<file path="src/rtl/adder_bist_if.sv">
// Streaming handshake bundle between adder_bist and the adder under test.
// master = BIST side (drives operands, sinks results); slave = adder side.
interface adder_bist_if #(
    parameter int WIDTH = 32
) ();
    logic             o_req;
    logic [WIDTH-1:0] o_data;
    logic [WIDTH-1:0] o_datb;
    logic             i_ack;
    logic             i_req;
    logic [WIDTH-1:0] i_datc;
    logic             o_ack;

    modport master (
        output o_req, o_data, o_datb, o_ack,
        input  i_ack, i_req, i_datc
    );

    modport slave (
        input  o_req, o_data, o_datb, o_ack,
        output i_ack, i_req, i_datc
    );
endinterface

</file>
<file path="src/rtl/adder_bist.sv">
// Self-test traffic generator and result checker for the req/ack adder.
// Optional ADDER_BIST_ERR_INJECT_EN plants tagged, deliberately wrong expectations.
module adder_bist #(
    parameter int          WIDTH   = 32,
    parameter int          DEPTH   = 8,
    parameter int          NUM_TXN = 1000,
    parameter logic [31:0] SEED    = 32'h1,
    parameter int          TIMEOUT = 1024
) (
    input  logic         clk,
    input  logic         rst,
    input  logic         i_start,
    adder_bist_if.master bus,
    output logic         o_busy,
    output logic         o_done,
    output logic         o_pass,
    output logic         o_timeout,
    output logic         o_unexpected,
    output logic [31:0]  o_checked,
    output logic [31:0]  o_passed,
    output logic [31:0]  o_errors,
    output logic [31:0]  o_induced
);

    localparam logic [31:0] TAPS   = 32'h80200003;
    localparam logic [31:0] SEED_A = (SEED == 32'h0) ? 32'h1 : SEED;
    localparam logic [31:0] SEED_B = (~SEED_A == 32'h0) ? 32'h1 : ~SEED_A;
    localparam int          AW     = $clog2(DEPTH);
`ifdef ADDER_BIST_ERR_INJECT_EN
    localparam int          FW     = WIDTH + 1;
`else
    localparam int          FW     = WIDTH;
`endif

    typedef enum logic [1:0] {S_IDLE, S_RUN, S_DRAIN, S_DONE} state_t;

    function automatic logic [31:0] lfsr_step(input logic [31:0] s);
        return (s >> 1) ^ (s[0] ? TAPS : 32'h0);
    endfunction

    function automatic logic [31:0] sat_add(input logic [31:0] x, input logic [1:0] n);
        logic [32:0] s;
        s = {1'b0, x} + {31'b0, n};
        return s[32] ? 32'hFFFF_FFFF : s[31:0];
    endfunction

    state_t           r_state;
    state_t           w_state_nxt;
    logic             w_to_timeout;

    logic [31:0]      r_lfsr_a;
    logic [31:0]      r_lfsr_b;
    logic [31:0]      r_issued;
    logic [31:0]      r_idle;
    logic [FW-1:0]    r_mem [DEPTH];
    logic [AW-1:0]    r_wptr;
    logic [AW-1:0]    r_rptr;
    logic [AW:0]      r_count;

    logic             r_vld_p1;
    logic [WIDTH-1:0] r_exp_p1;
    logic [WIDTH-1:0] r_res_p1;

    logic [31:0]      r_checked;
    logic [31:0]      r_passed;
    logic [31:0]      r_errors;
    logic             r_timeout;
    logic             r_unexpected;

    logic [WIDTH-1:0] w_opa;
    logic [WIDTH-1:0] w_opb;
    logic [WIDTH-1:0] w_sum;
    logic [FW-1:0]    w_entry;
    logic             w_run;
    logic             w_drain;
    logic             w_full;
    logic             w_launch;
    logic             w_op_fire;
    logic             w_res_fire;
    logic             w_pop;
    logic             w_unexp;
    logic             w_inc_pass;
    logic             w_inc_err;
    logic [1:0]       w_err_n;
`ifdef ADDER_BIST_ERR_INJECT_EN
    logic             w_tag;
    logic             r_tag_p1;
    logic             w_inc_ind;
    logic [31:0]      r_induced;
`endif

    // ---- p0: operand generation and handshake decode ----
    always_comb begin
        w_opa            = WIDTH'(r_lfsr_a);
        w_opa[WIDTH-1]   = 1'b0;
        w_opb            = WIDTH'(r_lfsr_b);
        w_opb[WIDTH-1]   = 1'b0;
        w_sum            = w_opa + w_opb;
`ifdef ADDER_BIST_ERR_INJECT_EN
        w_tag            = (r_lfsr_a[3:0] == 4'h1);
        w_entry          = {w_tag, w_sum ^ {w_tag, {(WIDTH-1){1'b0}}}};
`else
        w_entry          = w_sum;
`endif
    end

    assign w_run      = (r_state == S_RUN);
    assign w_drain    = (r_state == S_DRAIN);
    assign w_full     = (r_count == (AW+1)'(DEPTH));
    assign w_launch   = i_start && ((r_state == S_IDLE) || (r_state == S_DONE));

    assign bus.o_req  = w_run && !w_full;
    assign bus.o_data = bus.o_req ? w_opa : '0;
    assign bus.o_datb = bus.o_req ? w_opb : '0;
    assign bus.o_ack  = w_run || w_drain;

    assign w_op_fire  = bus.o_req && bus.i_ack;
    assign w_res_fire = bus.i_req && bus.o_ack;
    assign w_pop      = w_res_fire && (r_count != '0);
    assign w_unexp    = w_res_fire && (r_count == '0);

    always_ff @(posedge clk or posedge rst) begin
        if (rst) r_state <= S_IDLE;
        else     r_state <= w_state_nxt;
    end

    always_comb begin
        w_state_nxt  = r_state;
        w_to_timeout = 1'b0;
        case (r_state)
            S_IDLE:  if (i_start) w_state_nxt = S_RUN;
            S_RUN:   if (w_op_fire && (r_issued == 32'(NUM_TXN - 1))) w_state_nxt = S_DRAIN;
            S_DRAIN: begin
                if ((r_count == '0) && !r_vld_p1) begin
                    w_state_nxt = S_DONE;
                end else if (!w_res_fire && (r_idle == 32'(TIMEOUT - 1))) begin
                    w_state_nxt  = S_DONE;
                    w_to_timeout = 1'b1;
                end
            end
            S_DONE:  if (i_start) w_state_nxt = S_RUN;
            default: w_state_nxt = S_IDLE;
        endcase
    end

    // Expected-sum FIFO storage and the compare register carry no reset.
    always_ff @(posedge clk) begin
        if (w_op_fire) r_mem[r_wptr] <= w_entry;
        if (w_pop) begin
            r_exp_p1 <= r_mem[r_rptr][WIDTH-1:0];
            r_res_p1 <= bus.i_datc;
`ifdef ADDER_BIST_ERR_INJECT_EN
            r_tag_p1 <= r_mem[r_rptr][WIDTH];
`endif
        end
    end

    // ---- p1: compare stage, outcome classification ----
    always_comb begin
        w_inc_pass = 1'b0;
        w_inc_err  = 1'b0;
`ifdef ADDER_BIST_ERR_INJECT_EN
        w_inc_ind  = 1'b0;
        if (r_vld_p1) begin
            if (r_tag_p1) begin
                if (r_exp_p1 == r_res_p1) w_inc_err = 1'b1;
                else begin
                    w_inc_pass = 1'b1;
                    w_inc_ind  = 1'b1;
                end
            end else if (r_exp_p1 == r_res_p1) w_inc_pass = 1'b1;
            else                                w_inc_err  = 1'b1;
        end
`else
        if (r_vld_p1) begin
            if (r_exp_p1 == r_res_p1) w_inc_pass = 1'b1;
            else                      w_inc_err  = 1'b1;
        end
`endif
    end

    // An unexpected result and a compare error can land in the same cycle.
    assign w_err_n = {1'b0, w_inc_err} + {1'b0, w_unexp};

    always_ff @(posedge clk or posedge rst) begin
        if (rst) begin
            r_lfsr_a     <= SEED_A;
            r_lfsr_b     <= SEED_B;
            r_issued     <= '0;
            r_idle       <= '0;
            r_wptr       <= '0;
            r_rptr       <= '0;
            r_count      <= '0;
            r_vld_p1     <= 1'b0;
            r_checked    <= '0;
            r_passed     <= '0;
            r_errors     <= '0;
            r_timeout    <= 1'b0;
            r_unexpected <= 1'b0;
`ifdef ADDER_BIST_ERR_INJECT_EN
            r_induced    <= '0;
`endif
        end else if (w_launch) begin
            r_lfsr_a     <= SEED_A;
            r_lfsr_b     <= SEED_B;
            r_issued     <= '0;
            r_idle       <= '0;
            r_wptr       <= '0;
            r_rptr       <= '0;
            r_count      <= '0;
            r_vld_p1     <= 1'b0;
            r_checked    <= '0;
            r_passed     <= '0;
            r_errors     <= '0;
            r_timeout    <= 1'b0;
            r_unexpected <= 1'b0;
`ifdef ADDER_BIST_ERR_INJECT_EN
            r_induced    <= '0;
`endif
        end else begin
            if (w_op_fire) begin
                r_lfsr_a <= lfsr_step(r_lfsr_a);
                r_lfsr_b <= lfsr_step(r_lfsr_b);
                r_wptr   <= r_wptr + AW'(1);
                r_issued <= r_issued + 32'd1;
            end
            if (w_pop) r_rptr <= r_rptr + AW'(1);
            case ({w_op_fire, w_pop})
                2'b10:   r_count <= r_count + (AW+1)'(1);
                2'b01:   r_count <= r_count - (AW+1)'(1);
                default: r_count <= r_count;
            endcase
            r_vld_p1 <= w_pop;
            if (w_drain) r_idle <= w_res_fire ? 32'd0 : r_idle + 32'd1;
            if (w_to_timeout) r_timeout <= 1'b1;
            if (w_unexp) r_unexpected <= 1'b1;
            r_checked <= sat_add(r_checked, {1'b0, r_vld_p1});
            r_passed  <= sat_add(r_passed, {1'b0, w_inc_pass});
            r_errors  <= sat_add(r_errors, w_err_n);
`ifdef ADDER_BIST_ERR_INJECT_EN
            r_induced <= sat_add(r_induced, {1'b0, w_inc_ind});
`endif
        end
    end

    assign o_busy       = w_run || w_drain;
    assign o_done       = (r_state == S_DONE);
    assign o_pass       = o_done && (r_errors == '0) && !r_timeout && !r_unexpected &&
                          (r_checked == 32'(NUM_TXN));
    assign o_timeout    = r_timeout;
    assign o_unexpected = r_unexpected;
    assign o_checked    = r_checked;
    assign o_passed     = r_passed;
    assign o_errors     = r_errors;
`ifdef ADDER_BIST_ERR_INJECT_EN
    assign o_induced    = r_induced;
`else
    assign o_induced    = '0;
`endif

endmodule

</file>
<file path="src/flat_wrapper.sv">
// flat-port wrapper written by rule: the top's interface ports become plain ports
module adder_bist_flat 
#(
    parameter int          WIDTH   = 32,
    parameter int          DEPTH   = 8,
    parameter int          NUM_TXN = 1000,
    parameter logic [31:0] SEED    = 32'h1,
    parameter int          TIMEOUT = 1024
)
  (clk, rst, i_start, o_busy, o_done, o_pass, o_timeout, o_unexpected, o_checked, o_passed, o_errors, o_induced, bus_o_req, bus_o_data, bus_o_datb, bus_o_ack, bus_i_ack, bus_i_req, bus_i_datc);
  adder_bist_if #(.WIDTH(WIDTH)) bus_i ();
  input  logic clk;
  input  logic rst;
  input  logic i_start;
  output logic o_busy;
  output logic o_done;
  output logic o_pass;
  output logic o_timeout;
  output logic o_unexpected;
  output logic [31:0] o_checked;
  output logic [31:0] o_passed;
  output logic [31:0] o_errors;
  output logic [31:0] o_induced;
  output wire logic [$bits(bus_i.o_req)-1:0] bus_o_req;
  output wire logic [$bits(bus_i.o_data)-1:0] bus_o_data;
  output wire logic [$bits(bus_i.o_datb)-1:0] bus_o_datb;
  output wire logic [$bits(bus_i.o_ack)-1:0] bus_o_ack;
  input wire logic [$bits(bus_i.i_ack)-1:0] bus_i_ack;
  input wire logic [$bits(bus_i.i_req)-1:0] bus_i_req;
  input wire logic [$bits(bus_i.i_datc)-1:0] bus_i_datc;
  assign bus_o_req = bus_i.o_req;
  assign bus_o_data = bus_i.o_data;
  assign bus_o_datb = bus_i.o_datb;
  assign bus_o_ack = bus_i.o_ack;
  assign bus_i.i_ack = bus_i_ack;
  assign bus_i.i_req = bus_i_req;
  assign bus_i.i_datc = bus_i_datc;
  adder_bist #(.WIDTH(WIDTH), .DEPTH(DEPTH), .NUM_TXN(NUM_TXN), .SEED(SEED), .TIMEOUT(TIMEOUT)) u_core (.clk(clk), .rst(rst), .i_start(i_start), .bus(bus_i), .o_busy(o_busy), .o_done(o_done), .o_pass(o_pass), .o_timeout(o_timeout), .o_unexpected(o_unexpected), .o_checked(o_checked), .o_passed(o_passed), .o_errors(o_errors), .o_induced(o_induced));
endmodule
</file>
<file path="config.mk">
export PLATFORM = sky130hd
export DESIGN_NAME = adder_bist_flat
export DESIGN_NICKNAME = d
export VERILOG_FILES = /design/src/rtl/adder_bist_if.sv /design/src/rtl/adder_bist.sv /design/src/flat_wrapper.sv
export SDC_FILE = /design/constraint.sdc
export NUM_CORES = 1
export LEC_CHECK = 0
export BUFFER_PORTS_ARGS = -buffer_cell sky130_fd_sc_hd__buf_2
export CORE_MARGIN = 5
export CORE_UTILIZATION = 60
export DETAILED_ROUTE_END_ITERATION = 7
export PLACE_DENSITY_LB_ADDON = 0.1
export SLEW_MARGIN = 20
export SYNTH_ARGS = -nofsm -noshare
export SYNTH_HDL_FRONTEND = slang
export SYNTH_SLANG_ARGS = --single-unit
</file>
<file path="constraint.sdc">
create_clock -name clk -period 7.85 [get_ports clk]
set_clock_uncertainty 0.2 [all_clocks]
set_input_delay 0 -clock clk [delete_from_list [all_inputs] [get_ports clk]]
set_output_delay 0 -clock clk [all_outputs]
set_load 0.05 [all_outputs]
</file>
== After elaboration in Yosys (flattened, before gate mapping) ==
Memory sizes are Yosys's and may differ from the RTL's. A register that Yosys moved wholly into a read port is not among the register bits.
Index checks and enable logic that the tools add are counted.

* Memories: 1
* Bits in writable memories: 256
* Output and inout port bits: 199
* Input bits: 37
* Flip-flop bits (word level): 271
* Word-level logic and storage cells: 118

{| class="wikitable"
|+ Memory list
! memory !! depth !! bits a word !! read ports !! clocked after Yosys merged registers in !! write ports !! line !! text
|-
| u_core.r_mem || 8 || 32 || 1 || 1 || 1 || adder_bist.sv:55 || <nowiki>logic [FW-1:0] r_mem [DEPTH];</nowiki>
|}

* Equal/unequal tests: 13
* Multiplexer cells: 44
* Bitwise operators: 2
* Add/subtract/negate cells: 11
* Reduce and logical (&&, ||, !) cells: 32

{| class="wikitable"
|+ Operators with widths
! operator !! number
|-
| $mux W32 || 17
|-
| $eq A32 B10 Y1 const B || 3
|-
| $add A32 B1 Y33 || 2
|-
| $add A32 B1 Y32 const B || 2
|-
| $xor A31 B32 Y32 || 2
|-
| $mux W31 || 2
|-
| $add A32 B2 Y33 || 1
|-
| $add A31 B31 Y32 || 1
|-
| $eq A32 B32 Y1 || 1
|-
| $logic_not A32 Y1 || 1
|-
| $mux W1 || 14
|-
| $logic_and A1 B1 Y1 || 13
|-
| $mux W3 || 4
|-
| $reduce_bool A2 Y1 || 5
|-
| $mux W2 || 4
|-
| $pmux W4 S2 || 1
|-
| $add A3 B1 Y3 const B || 2
|-
| $eq A2 B2 Y1 const B || 3
|-
| $pmux W2 S3 || 1
|-
| $logic_not A1 Y1 || 5
|-
| $add A4 B1 Y4 const B || 1
|-
| $eq A2 B1 Y1 const B || 2
|-
| $eq A4 B4 Y1 const B || 1
|-
| $logic_not A4 Y1 || 1
|-
| other kinds (12) || 13
|}

== Logic depth before layout (Yosys ltp) ==
Gate-level depths: netlist of run 1.

* Depth in word-level cells: 10
* Gate-level depth with buffers: 14
* Gate-level depth less buffers: 14

== Worst setup path before layout of run 1 ==
OpenSTA, ideal clock, no wires.

* Path type: register to register
* Start: register u_core.r_state[0]
* End: register u_core.r_count[3]
* Clock period less this slack: 6.312 ns
* Setup time: 0.078 ns
* Setup slack: 1.538 ns
* Cell stages (with the launch flop): 13
* Arrival time: 6.034 ns
* Buffers on the path: 0
* Required time: 7.572 ns
* Cells stage by stage: dfrtp_1 -> inv_1 -> ha_1 -> inv_1 -> nand2_1 -> nor2b_1 -> ha_1 -> ha_1 -> a21o_1 -> a21oi_1 -> xnor2_1 -> or3_1 -> a21oi_1

* Cells in the longest elaborated chain, start to end: 7
* Elaborated cells between the ends (all ways): 16
* Those cells by class: 5 x eq/ne; 2 x mux; 9 x reduce/logical

{| class="wikitable"
|+ Ends and longest elaborated chain
! what !! line !! text
|-
| start, declared || adder_bist.sv:47 || <nowiki>state_t r_state;</nowiki>
|-
| start signal, assigned || adder_bist.sv:124 || <nowiki>else r_state <= w_state_nxt;</nowiki>
|-
| $eq A2 B1 Y1 or $eq A2 B2 Y1 (tied branches) || adder_bist.sv:107, adder_bist.sv:108 ||
|-
| $logic_or A1 B1 Y1 * || adder_bist.sv:115 || <nowiki>assign bus.o_ack = w_run || w_drain;</nowiki>
|-
| via bus_o_ack || flat_wrapper.sv:27 || <nowiki>output wire logic [$bits(bus_i.o_ack)-1:0] bus_o_ack;</nowiki>
|-
| $logic_and A1 B1 Y1 * || adder_bist.sv:118 || <nowiki>assign w_res_fire = bus.i_req && bus.o_ack;</nowiki>
|-
| $logic_and A1 B1 Y1 * || adder_bist.sv:119 || <nowiki>assign w_pop = w_res_fire && (r_count != '0);</nowiki>
|-
| via u_core.w_pop || adder_bist.sv:80 || <nowiki>logic w_pop;</nowiki>
|-
| $eq A2 B1 Y1 or $eq A2 B2 Y1 (tied branches) || adder_bist.sv:228 || <nowiki>case ({w_op_fire, w_pop})</nowiki>
|-
| $pmux W4 S2 || adder_bist.sv:228 ||
|-
| $mux W4 || adder_bist.sv:203 || <nowiki>end else if (w_launch) begin</nowiki>
|-
| end signal, assigned || adder_bist.sv:229 || <nowiki>2'b10: r_count <= r_count + (AW+1)'(1);</nowiki>
|-
| end signal, assigned || adder_bist.sv:230 || <nowiki>2'b01: r_count <= r_count - (AW+1)'(1);</nowiki>
|-
| end signal, assigned || adder_bist.sv:231 || <nowiki>default: r_count <= r_count;</nowiki>
|-
| end, declared || adder_bist.sv:58 || <nowiki>logic [AW:0] r_count;</nowiki>
|}

The timed path passes the listed nets; every way through them passes the cells marked *.
A chain may end at the register's enable or synchronous reset.

== Final worst setup path of run 1 ==
* Start: register u_core.r_res_p1[25]
* End: register u_core.r_passed[29], in the netlist u_core.o_passed[29]

* Cells in the longest elaborated chain, start to end: 6

{| class="wikitable"
|+ Ends and longest elaborated chain
! what !! line !! text
|-
| start, declared || adder_bist.sv:62 || <nowiki>logic [WIDTH-1:0] r_res_p1;</nowiki>
|-
| start signal, assigned || adder_bist.sv:151 || <nowiki>r_res_p1 <= bus.i_datc;</nowiki>
|-
| $eq A32 B32 Y1 || adder_bist.sv:176 || <nowiki>if (r_exp_p1 == r_res_p1) w_inc_pass = 1'b1;</nowiki>
|-
| $mux W1 || adder_bist.sv:176 ||
|-
| $mux W1 || adder_bist.sv:175 || <nowiki>if (r_vld_p1) begin</nowiki>
|-
| $add A32 B1 Y33 || adder_bist.sv:43 || <nowiki>s = {1'b0, x} + {31'b0, n};</nowiki>
|-
| $mux W32 || adder_bist.sv:44 || <nowiki>return s[32] ? 32'hFFFF_FFFF : s[31:0];</nowiki>
|-
| $mux W32 || adder_bist.sv:203 ||
|-
| end signal, assigned || adder_bist.sv:238 || <nowiki>r_passed <= sat_add(r_passed, {1'b0, w_inc_pass});</nowiki>
|-
| end, declared || adder_bist.sv:65 || <nowiki>logic [31:0] r_passed;</nowiki>
|}

No other way between the ends.

==> results of run 1 <==
[cells in the mapped netlist (21+ instances only)]
cell      instances  area, um^2
o21ai_0          30         150
mux2_2           32         360
nor2_1          123         462
ha_1             46         576
dfrtp_1         207        5180
nor4_1           29         181
xor2_1          117        1020
edfxtp_1        320        9610
xnor2_1          80         701
and3_1           96         601
buf_4            35         263
nand3_1          91         455
nor3_1           21         105
nand4_1          50         313
mux4_2           64        1440
inv_1            29         109
a21oi_1         163         816
dfstp_2          32         841
nand2_1         210         788
a21o_1           28         210
clkbuf_1         76         285
[metrics by stage]
step	instance area [um^2]	setup slack, ns
3_5_place_dp	27200	3.12
5_1_grt	29700	2.77
2_1_floorplan	25900	1.14
3_3_place_gp	27200	3.27
6_report	29700	3.05
4_1_cts	29700	3.08
[cells by family after synthesis]
family,Yosys count,synth area share
multiplexers,100,0.0713
AND/OR/NAND/NOR,701,0.140
XOR/XNOR,197,0.0668
adder cells (fa/ha/maj),49,0.0246
buffers and inverters,160,0.0301
other,1,0.000145
flip-flops,559,0.605
AO/OA/AOI/OAI,274,0.0616
[worst paths after layout]
check	startpoint	to	slack (ns)	cells after the start
min	bus_i_req	u_core.r_vld_p1	0.28	4
min in group asynchronous	rst	u_core.r_idle[7]	0.45	4
max reg2reg	u_core.r_res_p1[25]	u_core.o_passed[29]	3.05	12
min reg2reg	u_core.r_lfsr_b[31]	u_core.r_lfsr_b[31]	0.29	2
max in group asynchronous	rst	u_core.r_lfsr_a[9]	5.54	5
max	u_core.r_res_p1[25]	u_core.o_passed[29]	3.05	12
[critical path, delay by kind of cell (launching register included)]
family / cells / cell delay [ns]
simple gates: 8 / 3.33
flops: 1 / 0.42
fa+ha+maj: 2 / 0.39
xor+xnor: 1 / 0.21
compound gates: 1 / 0.17
[area by class of cell]
type	count	area, um^2
clock buffers	83	1600
fillers	2986	13100
clock inverters	23	216
multi-input cells	1355	9590
inverters	30	125
flip-flops and latches	559	15600
well taps	546	683
repair buffers	290	1850
[routing by layer]
layer,GRT usage,part of all wire
met5,0,0
met1,0.382,0.44
met3,0.0392,0.063
met2,0.400,0.48
met4,0.0554,0.019
[what timing repair did]
item                       in CTS  in global routing
hold buffers                   69                  0
setup endpoints to repair       0                  0
hold endpoints to repair      178                  0
setup buffers                   0                  0
[power by group through the flow]
| stage | Combinational (uW) | Sequential, uW | Clock (uW) |
|---|---|---|---|
| after floorplan | 2390 | 4200 | 0 |
| after global placement | 3070 | 4320 | 0 |
| after detailed placement | 3140 | 4340 | 0 |
| after CTS | 3200 | 4300 | 2670 |
| after global routing | 3470 | 4340 | 2810 |
| final | 3210 | 4300 | 2620 |
[registers in the layout, indices dropped and copies added, names as in the netlist, 3 cells and up]
name              flops
u_core.r_idle        32
u_core.o_checked     32
u_core.r_wptr         3
u_core.r_mem        256
u_core.r_rptr         3
u_core.r_res_p1      32
u_core.r_lfsr_b      32
u_core.r_count        4
u_core.o_passed      32
u_core.o_errors      32
u_core.r_lfsr_a      32
u_core.r_issued      32
u_core.r_exp_p1      32
==> impl_metrics.tcl, run 1 <==
set metrics [dict create \
    fmax_ghz 0.208 \
    syn_inst 2041 \
    slowest_stage "nor4_1" \
    drt-total-wl_um 60800 \
    io_pins 236 \
    period_share 0.611 \
    cts_tree "built" \
    grt_pass1_wl_um 95400 \
    cp-end-kind "flop" \
    clk_latency_ns 0.62 \
    fin_hold_ws_ns 0.276 \
    core_um2 42800 \
    instances_no_fill 2886 \
    postCtsResizedCells 0 \
    crit_path_max_incr_delay_ns 0.85 \
    firstDrtPassIters 5 \
    ys_async_sr_fraction 0.428 \
    synth_cell_types 68 \
    cp_cell_sequence "xnor2_1, nand4_1, nor4_1, and3_1, ha_1, ha_1, nand3_1, nor4_4, nor3b_4, nand4_2, nand3_1, o211a_1" \
    initial_utilization 0.603 \
    final_nets 2378 \
    critPathMaxFanout 28 \
    switching_share 0.357 \
    most-common-layout-cells "320 x edfxtp_1, 210 x nand2_1, 205 x dfrtp_1" \
    p_leak_uw 0.0123 \
    crit_type "flop to flop" \
    die_x_um 217 \
    arrival_ns 5.14 \
    antenna_found_initial 0 \
    grt_pass1_vias 16900 \
    die_area_um2 47300 \
    area_delta_synth_final_pct 15.1 \
    place_inst 2711 \
    grtUsageTotal 0.254 \
    clkTransAtPathRegs_ns 0.06 \
    cts-root-buf "clkbuf_16" \
    die-height_um 217 \
    switching_power_uw 3620 \
    ys_seq_elements 559 \
    synth_edf_count 320 \
    final_common_cell "edfxtp_1" \
    syn-cell-area_um2 25800 \
    rows 76 \
    final_core_utilization 0.694 \
    ys_seq_area_frac 0.605 \
    drt_iter0_drc 1486 \
    clockBufferDepth 3 \
    setup_viol 0 \
    fin_crit_ns 4.80 \
    ant_nets 0 \
    drive_gt1_frac 0.200 \
    yosysWarnings 0 \
    gp_congestion 0.884 \
    via_per_inst 5.95 \
    worst_pin_slew_ns 1.07 \
    peakVddDrop_mv 0.349 \
    synth_area_per_cell_um2 12.6 \
    cp.required_ns 8.20 \
    intPower_uw 6510 \
    grt-ovfl-total 0 \
    via_count 17200 \
    comb_power_share 0.317 \
    maxSlewViolCount 0 \
    power_uw 10100 \
    wl_per_cell_um 21.1 \
    final-hold-violation-count 0 \
    finalSetupTns_ns 0 \
    p_per_area_nw_per_um2 341 \
    drc_errors 0 \
    cts_made_buffers 56 \
    hpwl_um 37800 \
    status "completed" \
    grt_max_degree 94 \
    synth_flop_cell "edfxtp_1" \
    slew_headroom 0.281 \
    cts.htree.levels 2 \
    port_buffers 201 \
    hold_class "input pin to flop" \
    pwr-share-seq 0.424 \
    cts_sinks 559 \
    p_clk_frac 0.259 \
    drv_cap 0 \
    diodes 0 \
    rsz0062_at_grt "no" \
    startpoint_type "flop" \
]
Power figures use the tool's default switching activity.
==> run 2, diff against run 1 <==
- clock period: 7.85 -> 5 ns (I/O delays scaled with it)
==> run 2 against run 1 <==
  * Non-clock buffer count rose by 2
  * Core utilization up 0.45 points
  * Total power rose by 61%
  * First-iteration DRC count fell by 6.0%
  * Flip-flop and latch count did not move
  * Sequential power is 57% higher
  * Largest power group unchanged
  * Via count up 0.22%
  * Wire length increased by 1.4%
  * Critical path type unchanged
  * Final cell count increased by 0.14%
  * Worst hold slack got worse by 0.20 ns
==> impl_metrics.tcl, run 2 (synthesized netlist as in run 1, its figures left out) <==
set metrics [dict create \
    slew_headroom 0.274 \
    drc_errors 0 \
    core_um2 42800 \
    port_buffers 201 \
    gr-usage-met2 0.404 \
    cts_tree "built" \
    die_x_um 217 \
    startpoint_type "flop" \
    drt_iter0_drc 1397 \
    via_count 17200 \
    cp-end-kind "flop" \
    gp_congestion 0.889 \
    r2r-start "u_core.r_res_p1[17]" \
    antenna_found_initial 1 \
    cts_setup_buffers 0 \
    firstDrtPassIters 5 \
    cts_made_buffers 57 \
    finalSetupTns_ns 0 \
    grt_pass1_vias 17100 \
    crit_path_max_incr_delay_ns 0.73 \
    period_share 0.919 \
    regMostFlops "u_core.r_mem" \
    instances_no_fill 2890 \
    crit_family "simple AND/OR/NAND/NOR gates" \
    reg2reg_slack_ns 0.41 \
    drv_cap 0 \
    fmax_ghz 0.218 \
    hold_class "input pin to flop" \
    rsz0062_at_grt "no" \
    peakVddDrop_mv 0.416 \
    hold_start "bus_i_ack" \
    cp_cell_sequence "xnor2_1, nand4_1, nor4_1, a21boi_0, fa_1, ha_1, nand2_1, nor4_2, buf_4, and3_1, nand2_1, a21oi_1" \
    top_usage_layer "met2" \
    r2r_end "u_core.o_errors[7]" \
    initial_utilization 0.603 \
    grt-ovfl-total 0 \
    clk_latency_ns 0.62 \
    rows 76 \
    die-height_um 217 \
    setup_viol 0 \
    fillers 2998 \
    fin_crit_ns 4.59 \
    worst_pin_slew_ns 1.08 \
    maxSlewViolCount 0 \
    hpwl_um 38100 \
    clockBufferDepth 3 \
    power_uw 16300 \
    final_common_cell "edfxtp_1" \
    grt_max_degree 113 \
    critPathMaxFanout 27 \
    dpl_cell_area_um2 27200 \
    most-common-layout-cells "320 x edfxtp_1, 210 x nand2_1, 205 x dfrtp_1" \
    grtUsageTotal 0.257 \
    min_to "u_core.r_issued[1]" \
    status "completed" \
    cp_num_buf_inv 1 \
    via_per_inst 5.95 \
    clkTransAtPathRegs_ns 0.06 \
    drive_gt1_frac 0.206 \
    die_area_um2 47300 \
    final_core_utilization 0.699 \
    cts-root-buf "clkbuf_16" \
    cp.required_ns 5.24 \
    largest_reg_flops 256 \
    cts.htree.levels 2 \
    grt_pass1_wl_um 96100 \
    crit_top_cell "nand2_1" \
    cts_sinks 559 \
    final-hold-violation-count 0 \
    fin_area_um2 29900 \
    crit_type "flop to flop" \
    met1_usage 0.381 \
    grtUsageMet3 0.0465 \
    final_nets 2381 \
    p_leak_uw 0.0124 \
    slowest_stage "nand2_1" \
    hold_path_depth 5 \
    diodes 0 \
    ant_nets 0 \
    arrival_ns 4.83 \
    io_pins 236 \
    r2r_cells 12 \
    area_delta_synth_final_pct 15.8 \
    p_per_area_nw_per_um2 544 \
    drt-total-wl_um 61700 \
    wl_per_cell_um 21.3 \
    place_inst 2714 \
]
==> run 2: cell count changes in the layout (fill, tap and decap cells not counted), sizes merged <==
| cell | previous run | this run |
|---|---|---|
| clkbuf | 83 | 70 |
| inv | 29 | 33 |
| clkinvlp | 1 | 3 |
| clkinv | 20 | 24 |
| bufinv | 3 | 8 |
| buf | 221 | 224 |
| dlygate4sd3 | 69 | 68 |
==> run 2: metal layers <==
metal	wire length (um)	vias up
met4	1200	2
met2	29500	572
li1	-	7947
met1	27100	8589
met3	3780	90
met5	13	-
==> run 2: area by class of cell <==
cell class,count,area [um^2],area share
flip-flops and latches,559,15600,0.523
inverters,30,121,0.00406
multi-input cells,1355,9610,0.321
repair buffers,292,1880,0.0629
clock buffers,70,1540,0.0513
clock inverters,38,430,0.0144
well taps,546,683,0.0228
==> run 2: worst register-to-register path, delay by kind of cell (launching register included) <==
kind	cells	cell delay (ns)
and+or+nand+nor	6	1.86
adders and majority gates	2	0.92
AOI/OAI and AO/OA	2	0.64
DFF	1	0.41
xor gates and xnor gates	1	0.23
buffers and inverters	1	0.15
==> run 2: repair_timing <==
item / CTS / global route
hold buffers: 68 / 0
hold endpoints to repair: 190 / 0
resized for setup: 0 / 0
==> run 2: worst max path at each step <==
| stage | start | to | depth (start not counted) |
|---|---|---|---|
| global placement | u_core.r_res_p1[4] | u_core.o_errors[0] | 12 |
| global route | u_core.r_res_p1[29] | u_core.o_errors[17] | 12 |
| CTS | u_core.r_res_p1[10] | u_core.o_errors[7] | 12 |
| finish | u_core.r_res_p1[17] | u_core.o_errors[7] | 12 |
| detailed placement | u_core.r_res_p1[13] | u_core.o_errors[11] | 12 |
| floorplan | u_core.r_state[0] | u_core.r_count[3] | 12 |
==> run 2: stage by stage <==
stage / hold WS, ns / worst slack (ns)
5_1_grt: 0.0988 / 0.117
3_5_place_dp: -0.123 / 0.609
6_report: 0.0753 / 0.405
2_1_floorplan: -0.101 / 0.0585
3_3_place_gp: -0.129 / 0.709
4_1_cts: 0.0345 / 0.493
==> run 2: report_power, final <==
group,leakage [uW],switching [uW],internal [uW],total (uW)
Clock,0.000967,1820,2610,4430
Combinational,0.00533,3430,1650,5090
Sequential,0.00607,557,6200,6760
